$ cat config.mk
export PLATFORM = sky130hd
export DESIGN_NAME = serial_mag_compare_flat
export DESIGN_NICKNAME = d
export VERILOG_FILES = /design/src/rtl/cmp_pkg.sv /design/src/rtl/serial_mag_compare_if.sv /design/src/rtl/nibble_cmp_slice.sv /design/src/rtl/serial_mag_compare.sv /design/src/flat_wrapper.sv
export SDC_FILE = /design/constraint.sdc
export NUM_CORES = 1
export LEC_CHECK = 0
export CAP_MARGIN = 15
export CORE_MARGIN = 10
export CORE_UTILIZATION = 50
export CTS_CLUSTER_SIZE = 10
export DETAILED_ROUTE_END_ITERATION = 8
export PLACE_DENSITY = 0.79
export SYNTH_ARGS = -nofsm -noshare
export SYNTH_HDL_FRONTEND = slang
export SYNTH_HIERARCHICAL = 1
export SYNTH_SLANG_ARGS = --single-unit
$ cat constraint.sdc
create_clock -name clk -period 2.9 [get_ports clk]
set_input_delay 0.29 -clock clk [delete_from_list [all_inputs] [get_ports clk]]
set_output_delay 0.29 -clock clk [all_outputs]
set_load 0.01 [all_outputs]
$ cat src/rtl/cmp_pkg.sv
// Shared types and helpers for the serial magnitude comparator.
//   state_t  : controller states (IDLE, RUN)
//   casc_t   : cascade / result triple {gt, lt, eq}
//   CASC_EQ  : cascade seed for a new comparison ("equal so far")
//   nib_cmp  : one 4-bit compare stage with cascade inputs
package cmp_pkg;

  typedef enum logic {
    IDLE = 1'b0,
    RUN  = 1'b1
  } state_t;

  typedef struct packed {
    logic gt;
    logic lt;
    logic eq;
  } casc_t;

  localparam casc_t CASC_EQ = '{gt: 1'b0, lt: 1'b0, eq: 1'b1};

  // A difference in this nibble overrides whatever the lower nibbles
  // decided. Equal nibbles pass the lower-order verdict through unchanged.
  function automatic casc_t nib_cmp(input logic [3:0] a4,
                                    input logic [3:0] b4,
                                    input casc_t      casc_in);
    casc_t r;
    r = casc_in;
    if (a4 > b4) begin
      r = '{gt: 1'b1, lt: 1'b0, eq: 1'b0};
    end else if (a4 < b4) begin
      r = '{gt: 1'b0, lt: 1'b1, eq: 1'b0};
    end
    return r;
  endfunction

endpackage

$ cat src/rtl/serial_mag_compare_if.sv
// Start/done handshake bundle between the controlling logic and the comparator.
//   start   : request a comparison; only sampled while busy is low
//   a, b    : operands, only need to be stable on the accepting edge
//   busy    : high while nibbles are being processed
//   done    : one-cycle pulse when gt/lt/eq have just been loaded
//   gt/lt/eq: registered result, held until the next done or reset
//
// Handshake: a request is accepted on the rising edge where start=1 and the
// comparator is idle (busy=0). start while busy=1 is ignored, not queued.
// Exactly one done pulse follows each accepted request unless reset
// intervenes. Holding start high gives one comparison after another.
interface serial_mag_compare_if #(
  parameter int WIDTH = 16
);
  logic             start;
  logic [WIDTH-1:0] a;
  logic [WIDTH-1:0] b;
  logic             busy;
  logic             done;
  logic             gt;
  logic             lt;
  logic             eq;

  modport master (
    output start, a, b,
    input  busy, done, gt, lt, eq
  );

  modport slave (
    input  start, a, b,
    output busy, done, gt, lt, eq
  );
endinterface

$ cat src/rtl/nibble_cmp_slice.sv
// Purely combinational 4-bit magnitude compare stage with cascade inputs,
// equivalent to one package of a cascaded comparator chain.
//   a4, b4   : nibble operands
//   casc_in  : verdict from the lower-order nibbles
//   casc_out : verdict including this nibble
module nibble_cmp_slice
  import cmp_pkg::*;
(
  input  logic [3:0] a4,
  input  logic [3:0] b4,
  input  casc_t      casc_in,
  output casc_t      casc_out
);

  assign casc_out = nib_cmp(a4, b4, casc_in);

endmodule

$ cat src/rtl/serial_mag_compare.sv
// Iterative wide-operand magnitude comparator. One nibble_cmp_slice is fed
// one nibble per clock, LSB nibble first, with the previous registered
// verdict fed back as its cascade input. A WIDTH-bit compare takes
// NIB = WIDTH/4 cycles from the accepting edge to the done pulse.
//   clk       : clock, all state changes on the rising edge
//   rst       : synchronous active-high reset
//   bus       : slave side of serial_mag_compare_if (start, a, b, busy,
//               done, gt, lt, eq)
//   state_dbg : current controller state
// WIDTH must be a multiple of 4 and at least 4.
module serial_mag_compare
  import cmp_pkg::*;
#(
  parameter int WIDTH = 16
) (
  input  logic                 clk,
  input  logic                 rst,
  serial_mag_compare_if.slave  bus,
  output state_t               state_dbg
);

  localparam int NIB  = WIDTH / 4;
  localparam int IDXW = (NIB > 1) ? $clog2(NIB) : 1;
  localparam logic [IDXW-1:0] IDX_LAST = IDXW'(NIB - 1);

  state_t           state;
  logic [WIDTH-1:0] a_q;
  logic [WIDTH-1:0] b_q;
  logic [IDXW-1:0]  idx;
  casc_t            casc;
  casc_t            casc_nxt;
  casc_t            res;
  logic             busy_q;
  logic             done_q;
  logic [3:0]       a_nib;
  logic [3:0]       b_nib;

  // Select nibble idx of the captured operands; {idx, 2'b00} is idx*4.
  always_comb begin
    a_nib = 4'(a_q >> {idx, 2'b00});
    b_nib = 4'(b_q >> {idx, 2'b00});
  end

  nibble_cmp_slice u_slice (
    .a4       (a_nib),
    .b4       (b_nib),
    .casc_in  (casc),
    .casc_out (casc_nxt)
  );

  // busy drops on the last-nibble edge, so a start held through the done
  // cycle is accepted on the following edge.
  always_ff @(posedge clk) begin
    if (rst) begin
      state  <= IDLE;
      busy_q <= 1'b0;
      done_q <= 1'b0;
      res    <= '0;
      idx    <= '0;
      casc   <= CASC_EQ;
      a_q    <= '0;
      b_q    <= '0;
    end else begin
      done_q <= 1'b0;
      case (state)
        IDLE: begin
          if (bus.start) begin
            a_q    <= bus.a;
            b_q    <= bus.b;
            idx    <= '0;
            casc   <= CASC_EQ;
            busy_q <= 1'b1;
            state  <= RUN;
          end
        end
        RUN: begin
          casc <= casc_nxt;
          if (idx == IDX_LAST) begin
            res    <= casc_nxt;
            done_q <= 1'b1;
            busy_q <= 1'b0;
            state  <= IDLE;
          end else begin
            idx <= idx + 1'b1;
          end
        end
        default: state <= IDLE;
      endcase
    end
  end

  assign bus.busy  = busy_q;
  assign bus.done  = done_q;
  assign bus.gt    = res.gt;
  assign bus.lt    = res.lt;
  assign bus.eq    = res.eq;
  assign state_dbg = state;

endmodule

$ cat src/flat_wrapper.sv
// flat-port wrapper written by rule: the top's interface ports become plain ports
module serial_mag_compare_flat import cmp_pkg::*;
#(
  parameter int WIDTH = 16
)
  (clk, rst, state_dbg, bus_start, bus_a, bus_b, bus_busy, bus_done, bus_gt, bus_lt, bus_eq);
  serial_mag_compare_if #(.WIDTH(WIDTH)) bus_i ();
  input  logic clk;
  input  logic rst;
  output state_t state_dbg;
  input wire logic [$bits(bus_i.start)-1:0] bus_start;
  input wire logic [$bits(bus_i.a)-1:0] bus_a;
  input wire logic [$bits(bus_i.b)-1:0] bus_b;
  output wire logic [$bits(bus_i.busy)-1:0] bus_busy;
  output wire logic [$bits(bus_i.done)-1:0] bus_done;
  output wire logic [$bits(bus_i.gt)-1:0] bus_gt;
  output wire logic [$bits(bus_i.lt)-1:0] bus_lt;
  output wire logic [$bits(bus_i.eq)-1:0] bus_eq;
  assign bus_i.start = bus_start;
  assign bus_i.a = bus_a;
  assign bus_i.b = bus_b;
  assign bus_busy = bus_i.busy;
  assign bus_done = bus_i.done;
  assign bus_gt = bus_i.gt;
  assign bus_lt = bus_i.lt;
  assign bus_eq = bus_i.eq;
  serial_mag_compare #(.WIDTH(WIDTH)) u_core (.clk(clk), .rst(rst), .bus(bus_i), .state_dbg(state_dbg));
endmodule
==> results.toml, run 1 <==
[outcome]
status = "finished clean"

[clocking]
clkTransAtPathRegs_ns = 0.08
cts_hold_buf = 0
post-cts-setup-buffers = 0
htree_levels = 2
cts_tree = "yes"
clock-sinks = 43
clockRootBuffer = "clkbuf_8"
cts_max_path_buffers = 2
cts_resized = 0
cts_inserted_buffers = 5
clock_latency_ns = 0.29

[final_layout]
drive_gt1_frac = 0.0880
fin_area_um2 = 2360
nNetsFinal = 290
syn2layout_area_growth_pct = 22.3
antenna_cells = 0
layout_commonest_cell = "nand2_1"
mostFrequentLayoutCells = "nand2_1, dfxtp_1, a21oi_1, clkdlybuf4s50_1, mux4_2"

[route]
first_pass_iters = 4
ant_nets = 0
drt_iter0_drc = 57
vias = 1511
avgRoutedWirePerCell_um = 13.4
vias_per_cell = 5.07
drc = 0
wl_um = 4000

[global_routing]
antenna_found_initial = 0
grt_pass1_wl_um = 6580
grt_usage = 0.124
grt_max_degree = 34
overflow = 0
grt_pass1_vias = 1498

[power]
p_switching_mw = 0.308
sw_frac_of_total = 0.245
p_leak_nw = 0.877
intPower_mw = 0.951
clkPwrFrac = 0.326
power_mw = 1.26
vdd_drop_max_mv = 0.356
power.density_nw_per_um2 = 532
p_comb_frac = 0.158
p_seq_frac = 0.515

[timing]
rsz0062_at_grt = "false"
setup_slack_ns = 0.463
period_share = 0.840
drv_slew = 0
timing.slew.headroom = 0.562
finalSetupTns_ns = 0
hold_viol_final = 0
fmax_mhz = 410
min_period_ns = 2.44
skew_ns = 0.00588
finalSetupViolCount = 0
worstMarginPinSlew_ns = 0.656

[logic_synthesis]
yosysTopAreaCell = "dfxtp_1"
netlist_instances = 215
synthTopCellsByArea = "dfxtp_1, nand2_1, a21oi_1, mux4_2, ha_1"
synth.top_cell.area_share = 0.445
ys_ff_latch = 43
yosysWarnings = 6
synthDistinctLibCells = 26
yosysSeqAreaShare = 0.445
syn_area_um2 = 1930
synth_fp_nets = 256
avgSynthCellArea_um2 = 9.00

[placement]
dpl_cell_area_um2 = 2260
dp_slack_ns = 0.433
port_buffers = 40
hpwl_um = 2900
gp_congestion = 0.838

[worst_setup_path]
cp.required_ns = 3.07
ff2ff_path_depth = 7
critical_path_class = "reg -> reg"
timing.rr.end = "u_core/casc[2]"
worst-path-max-fanout = 12
crit_arrival_ns = 2.60
rrSetupSlack_ns = 0.46
setup.worst_path.end_class = "flip-flop"
cp-start-kind = "flip-flop"
r2r_start = "u_core/idx[0]"

[floorplanning]
die_h_um = 82.2
initial_core_util = 0.524
die_w_um = 82.2
row_count = 22
dieArea_um2 = 6760
core-area_um2 = 3690
io_pins = 41

[hold_path]
hold_depth = 2
min_from = "u_core/bus.gt"
hold_path_class = "reg -> reg"
min_to = "u_core/bus.gt"

[flow_run]
maxCapViolCount = 0
logic make-up (layout without fill, tap and decap cells):
group                    Yosys count  count (layout)  share of synthesized area
AO/OA/AOI/OAI                     48              48                      0.135
buffers and inverters             20              55                     0.0847
flip-flops                        43              43                      0.445
adder cells (fa/ha/maj)            6               6                     0.0388
AND/OR/NAND/NOR                   90              90                      0.204
multiplexers                       8               8                     0.0931
worst max path at each step:
stage                             start        endpoint  cells after the start
after floorplan           u_core/idx[0]  u_core/casc[1]                      8
after global placement    u_core/idx[0]  u_core/casc[2]                      6
after detailed placement  u_core/idx[0]  u_core/casc[2]                      7
after CTS                 u_core/idx[0]  u_core/casc[2]                      7
after global routing      u_core/idx[0]  u_core/casc[2]                      7
final                     u_core/idx[0]  u_core/casc[2]                      7
state kept, by name, indices dropped and copies added, names as in the netlist:
name	flops
u_core/a_q	16
u_core/b_q	16
u_core/casc	3
u_core/idx	2
u_core/bus.busy	1
u_core/bus.done	1
u_core/bus.eq	1
u_core/bus.gt	1
u_core/bus.lt	1
u_core/state_dbg	1
cell usage after synthesis:
library cell and count:
a21oi_1 41, a22oi_1 1, nor2_1 5, and2_0 1, ha_1 6, nor2b_4 2, buf_12 3, mux4_2 8
nand3b_1 1, nor2b_1 1, nor3_1 2, o21ai_0 2, o21bai_1 1, a21oi_2 1, a22o_1 1, buf_6 5
and4_1 1, inv_1 5, dfxtp_1 43, or3b_1 1, buf_2 2, or2b_4 1, nor3b_1 2, o211ai_2 1
nand2_1 73, clkbuf_1 5
cell type report:
class	instances	area (um^2)
sequential	43	861
clock buffer	8	100
multi-input combinational	152	910
inverter	5	18.8
fill	331	1320
tap	48	60.1
timing repair buffer	42	415
layer usage:
layer  vias up  GRT usage  wire, um
li1        791          -         -
met1       686      0.135      1800
met2        28      0.215      1930
met3         6     0.0486       218
met4         0     0.0408        51
met5         -          0         0
metrics by stage:
step	utilization	cells	hold WS [ns]
2_1_floorplan	-	215	0.426
3_3_place_gp	0.614	290	0.441
3_5_place_dp	0.614	290	0.447
4_1_cts	0.641	298	0.457
5_1_grt	0.641	298	0.476
6_report	0.641	298	0.456
power by group through the flow:
stage / Sequential (mW) / Combinational (mW) / Clock (mW)
3_5_place_dp: 0.662 / 0.199 / 0
3_3_place_gp: 0.662 / 0.193 / 0
2_1_floorplan: 0.651 / 0.153 / 0
6_report: 0.649 / 0.199 / 0.410
4_1_cts: 0.649 / 0.200 / 0.416
5_1_grt: 0.654 / 0.221 / 0.445
worst max-delay path, stage by stage, from the launching register on:
cell,delay (ns)
dfxtp_1,0.72
mux4_2,0.60
ha_1,0.32
nor2b_4,0.13
o211ai_2,0.20
a22oi_1,0.15
a21oi_1,0.15
nor2_1,0.05
(Power assumes the default switching activity.)
==> run 2, diff against run 1 <==
--- a/config.mk
+++ b/config.mk
@@ -7,10 +7,10 @@
 export LEC_CHECK = 0
 export CAP_MARGIN = 15
 export CORE_MARGIN = 10
-export CORE_UTILIZATION = 50
+export CORE_UTILIZATION = 45
 export CTS_CLUSTER_SIZE = 10
 export DETAILED_ROUTE_END_ITERATION = 8
-export PLACE_DENSITY = 0.79
+export PLACE_DENSITY = 0.75
 export SYNTH_ARGS = -nofsm -noshare
 export SYNTH_HDL_FRONTEND = slang
 export SYNTH_HIERARCHICAL = 1
==> constraint.sdc (replaced) <==
create_clock -name clk -period 2.2 [get_ports clk]
set_input_delay 0.22 -clock clk [delete_from_list [all_inputs] [get_ports clk]]
set_output_delay 0.22 -clock clk [all_outputs]
set_load 0.01 [all_outputs]
==> run 2 against run 1 <==
Largest cell class unchanged. Highest routed layer unchanged. Combinational power increased by 43%. Cell area increased by 2.6%. Sequential share of layout area shrank 0.89 points. Setup slack worse by 0.36 ns. Maximum frequency rose by 16%. Clock power rose by 30%. Largest power group unchanged. Global-route usage down 1.4 points.
==> results.toml, run 2 (synthesis gave the netlist of run 1 again) <==
[outcome]
status = "finished clean"

[worst_setup_path]
r2r_start = "u_core/idx[0]"
worst-path-max-fanout = 6
cp.required_ns = 2.37
crit_arrival_ns = 2.27
ff2ff_path_depth = 7
startpoint = "u_core/idx[0]"
timing.rr.end = "u_core/casc[1]"
cp-start-kind = "flip-flop"
rrSetupSlack_ns = 0.10
setup.worst_path.end_class = "flip-flop"
critical_path_class = "reg -> reg"

[clocking]
clock_latency_ns = 0.29
cts_tree = "yes"
cts_max_path_buffers = 2
post-cts-setup-buffers = 0
clock-sinks = 43
cts_resized = 0
clkTransAtPathRegs_ns = 0.07
clockRootBuffer = "clkbuf_8"
cts_inserted_buffers = 5
cts_hold_buf = 0
htree_levels = 2

[power]
p_leak_nw = 0.908
vdd_drop_max_mv = 0.328
power_mw = 1.67
power.density_nw_per_um2 = 689

[route]
wl_met3_um = 202
first_pass_iters = 4
vias = 1523
avgRoutedWirePerCell_um = 13.2
vias_per_cell = 4.99
wl_um = 4040
met2WireLength_um = 1930
drc = 0
ant_nets = 0
wirelength_met1_um = 1860
drt_iter0_drc = 69
routed.top_layer = "met4"

[timing]
drv_slew = 0
skew_ns = 0.00583
rsz0062_at_grt = "false"
period_share = 0.954
fmax_mhz = 477
finalSetupTns_ns = 0
worstMarginPinSlew_ns = 0.526
min_period_ns = 2.10
hold_viol_final = 0
finalSetupViolCount = 0
timing.slew.headroom = 0.649
hold_ws_ns = 0.453

[final_layout]
layout_commonest_cell = "nand2_1"
nNetsFinal = 295
syn2layout_area_growth_pct = 25.5
final_core_util = 0.594
mostFrequentLayoutCells = "nand2_1, dfxtp_1, clkdlybuf4s50_1, a21oi_1, mux4_2"
top_regs = "u_core/a_q x16, u_core/b_q x16, u_core/casc x3"
drive_gt1_frac = 0.118
antenna_cells = 0

[floorplanning]
initial_core_util = 0.473
row_count = 23
core-area_um2 = 4090
io_pins = 41
dieArea_um2 = 7320
die_w_um = 85.6
die_h_um = 85.6

[placement]
hpwl_um = 2940
port_buffers = 40
gp_congestion = 0.841

[global_routing]
grt_usage = 0.110
antenna_found_initial = 0
grt_pass1_wl_um = 6630
grt_max_degree = 44
grt_pass1_vias = 1478
overflow = 0

[hold_path]
min_to = "u_core/bus.eq"
min_from = "u_core/bus.eq"
hold_depth = 2
hold_path_class = "reg -> reg"

[flow_run]
maxCapViolCount = 0
-- run 2: changes by cell type in the layout (fill, tap and decap cells not counted) --
cell	previous run	this run
a22oi_1	1	0
a21oi_2	1	2
dfxtp_1	43	42
dfxtp_2	0	1
buf_4	2	6
buf_12	0	1
a21oi_1	41	40
a22oi_2	0	1
-- run 2: area by class of cell --
type / instances / area [um^2]
clock buffers: 8 / 100
fillers: 403 / 1660
inverters: 5 / 18.8
multi-input cells: 152 / 918
flip-flops and latches: 43 / 862
well taps: 50 / 62.6
repair buffers: 47 / 465
-- run 2: stage by stage --
step,std cells,cell area [um^2],setup WS [ns]
floorplan,215,1930,0.169
global placement,297,2320,0.136
detailed placement,297,2320,0.0755
CTS,305,2420,0.0649
global route,305,2430,0.00456
finish,305,2430,0.102
-- run 2: power breakdown --
| group | switching [mW] | internal [mW] |
|---|---|---|
| Sequential | 0.0290 | 0.822 |
| Clock | 0.249 | 0.286 |
| Combinational | 0.127 | 0.158 |
| Total | 0.405 | 1.27 |
-- run 2: worst max path at each step --
| stage | to | slack, ns | depth (start not counted) |
|---|---|---|---|
| detailed placement | u_core/casc[2] | 0.08 | 8 |
| CTS | u_core/casc[2] | 0.06 | 8 |
| floorplan | u_core/casc[1] | 0.17 | 8 |
| finish | u_core/casc[1] | 0.10 | 7 |
| global route | u_core/bus.lt | 0.005 | 9 |
| global placement | u_core/casc[2] | 0.14 | 8 |
-- run 2: metal layers --
metal / vias to the layer above / track usage
met1: 690 / 0.127
met5: - / 0
li1: 794 / -
met2: 34 / 0.182
met4: 0 / 0.0449
met3: 5 / 0.0378
-- run 2: critical path: stages (launching register included) --
cell	delay [ns]
dfxtp_2	0.35
buf_12	0.12
mux4_2	0.51
ha_1	0.36
and4_1	0.25
a22o_1	0.21
a21oi_1	0.13
nor2_1	0.05
==> run 3, diff against run 2 <==
--- a/config.mk
+++ b/config.mk
@@ -6,11 +6,11 @@
 export NUM_CORES = 1
 export LEC_CHECK = 0
 export CAP_MARGIN = 15
-export CORE_MARGIN = 10
+export CORE_MARGIN = 2
 export CORE_UTILIZATION = 45
 export CTS_CLUSTER_SIZE = 10
 export DETAILED_ROUTE_END_ITERATION = 8
-export PLACE_DENSITY = 0.75
+export PLACE_DENSITY = 0.72
 export SYNTH_ARGS = -nofsm -noshare
 export SYNTH_HDL_FRONTEND = slang
 export SYNTH_HIERARCHICAL = 1
==> run 3 against run 2 <==
Maximum frequency is 1.5% lower. First-iteration DRC count fell by 13%. Worst hold slack improved by 0.0025 ns. Global-route usage increased by 5.2 points. Cell area up 0.62%. Die area decreased by 34%. Combinational power increased by 8.4%. Clock-buffer cell count shrank 2. Flip-flop and latch count is the same. Power is 4.0% lower. Setup slack worse by 0.032 ns. Critical path type unchanged. Critical endpoint unchanged. Largest cell class unchanged. Largest power group unchanged.
==> results.toml, run 3 (synthesis gave the netlist of run 1 again) <==
[worst_setup_path]
critPathMaxStageDelay_ns = 0.55
rrSetupSlack_ns = 0.07
timing.rr.end = "u_core/casc[1]"
setup.worst_path.end_class = "flip-flop"
ff2ff_path_depth = 8
crit_arrival_ns = 2.29
critical_path_class = "reg -> reg"
r2r_start = "u_core/idx[0]"
cp-start-kind = "flip-flop"
crit_path_top_delay_cell = "mux4_2"
worst-path-max-fanout = 10
cp_num_buf_inv = 1
cp.required_ns = 2.36
crit_family = "multiplexers"
worstPathCellList = "buf_12, mux4_2, ha_4, nor2b_4, o211ai_4, a22o_1, a21oi_2, nor2_1"

[outcome]
status = "finished clean"

[final_layout]
syn2layout_area_growth_pct = 26.3
drive_gt1_frac = 0.130
nNetsFinal = 295
ff_latch_area_um2 = 862
fillCellCount = 385
multi_input_area_um2 = 961
antenna_cells = 0
final_cell_count_no_fill = 303
top_regs = "u_core/a_q x16, u_core/b_q x16, u_core/casc x3"
mostFrequentLayoutCells = "nand2_1, dfxtp_1, clkdlybuf4s50_1, a21oi_1, mux4_2"
layout_commonest_cell = "nand2_1"

[clocking]
cts_max_path_buffers = 2
clkTransAtPathRegs_ns = 0.07
cts_inserted_buffers = 5
cts_hold_buf = 0
htree_levels = 2
clockRootBuffer = "clkbuf_8"
cts_tree = "yes"
clock-sinks = 43
clock_latency_ns = 0.28

[placement]
gp_congestion = 0.885
dp_cells = 297
port_buffers = 40
hpwl_um = 2620

[route]
drc = 0
vias_per_cell = 5.05
wl_um = 3690
first_pass_iters = 4
drt_iter0_drc = 60
vias = 1531
avgRoutedWirePerCell_um = 12.2
ant_nets = 0

[global_routing]
grt_pass1_vias = 1477
grt_pass1_wl_um = 6360
grt_max_degree = 44
gr-usage-met2 = 0.278
grtUsageMet1 = 0.199
overflow = 0
gr-max-usage-layer = "met2"
grt_usage = 0.162
use_met3 = 0.0407
antenna_found_initial = 0

[floorplanning]
die_h_um = 69.6
row_count = 23
core-area_um2 = 4060
die_w_um = 69.6
initial_core_util = 0.477
io_pins = 41
dieArea_um2 = 4840

[timing]
fmax_mhz = 470
finalSetupTns_ns = 0
min_period_ns = 2.13
worstMarginPinSlew_ns = 0.540
period_share = 0.968
skew_ns = 0.00554
finalSetupViolCount = 0
drv_slew = 0
hold_viol_final = 0
timing.slew.headroom = 0.640

[power]
p_leak_nw = 0.894
power.density_nw_per_um2 = 657
vdd_drop_max_mv = 0.354

[hold_path]
min_to = "u_core/b_q[9]"
min_from = "u_core/b_q[9]"
hold_depth = 2
hold_path_class = "reg -> reg"

[flow_run]
maxCapViolCount = 0
[run 3: changes by cell type in the layout (fill, tap and decap cells not counted), sizes merged]
| cell | delta |
|---|---|
| clkbuf | -2 |
[run 3: report_power, final]
| group | switching (mW) | internal [mW] |
|---|---|---|
| Combinational | 0.137 | 0.171 |
| Sequential | 0.0273 | 0.822 |
| Clock | 0.235 | 0.212 |
[run 3: worst max path at each step]
stage	slack, ns	end	start	cells after the start
6_report	0.07	u_core/casc[1]	u_core/idx[0]	8
5_1_grt	-0.02	u_core/casc[1]	u_core/idx[0]	8
4_1_cts	0.02	u_core/casc[2]	u_core/idx[0]	8
3_5_place_dp	0.04	u_core/casc[2]	u_core/idx[0]	8
3_3_place_gp	0.14	u_core/casc[2]	u_core/idx[0]	7
2_1_floorplan	0.17	u_core/casc[1]	u_core/idx[0]	8
[run 3: what timing repair did]
| action | 4_1_cts | 5_1_grt |
|---|---|---|
| setup buffers | 0 | 0 |
| endpoints found under the setup margin | 0 | 5 |
| resized for setup | 0 | 9 |
[run 3: tightest hold or removal path, stage by stage (launching register included)]
cell	delay, ns
dfxtp_1	0.31
nand2_1	0.05
a21oi_1	0.05
[run 3: layout make-up]
type	count	share of cell area
Tap cell	50	0.0256
Timing Repair Buffer	47	0.191
Clock buffer	6	0.0297
Sequential cell	43	0.353
Inverter	5	0.00768
Multi-Input combinational cell	152	0.393
[run 3: stage by stage]
stage | setup slack [ns] | cell area [um^2] | hold slack (ns) | utilization | power, mW
CTS | 0.0224 | 2390 | 0.455 | 0.589 | 1.59
detailed placement | 0.0373 | 2320 | 0.445 | 0.571 | 1.15
global route | -0.0221 | 2440 | 0.472 | 0.602 | 1.68
finish | 0.0703 | 2440 | 0.455 | 0.602 | 1.60
floorplan | 0.169 | 1930 | 0.356 | - | 1.06
global placement | 0.135 | 2320 | 0.442 | 0.571 | 1.14
[run 3: routing by layer]
| layer | wire [um] | vias to the layer above |
|---|---|---|
| met4 | 31 | 0 |
| met2 | 1820 | 32 |
| li1 | - | 792 |
| met5 | 0 | - |
| met3 | 152 | 5 |
| met1 | 1690 | 702 |
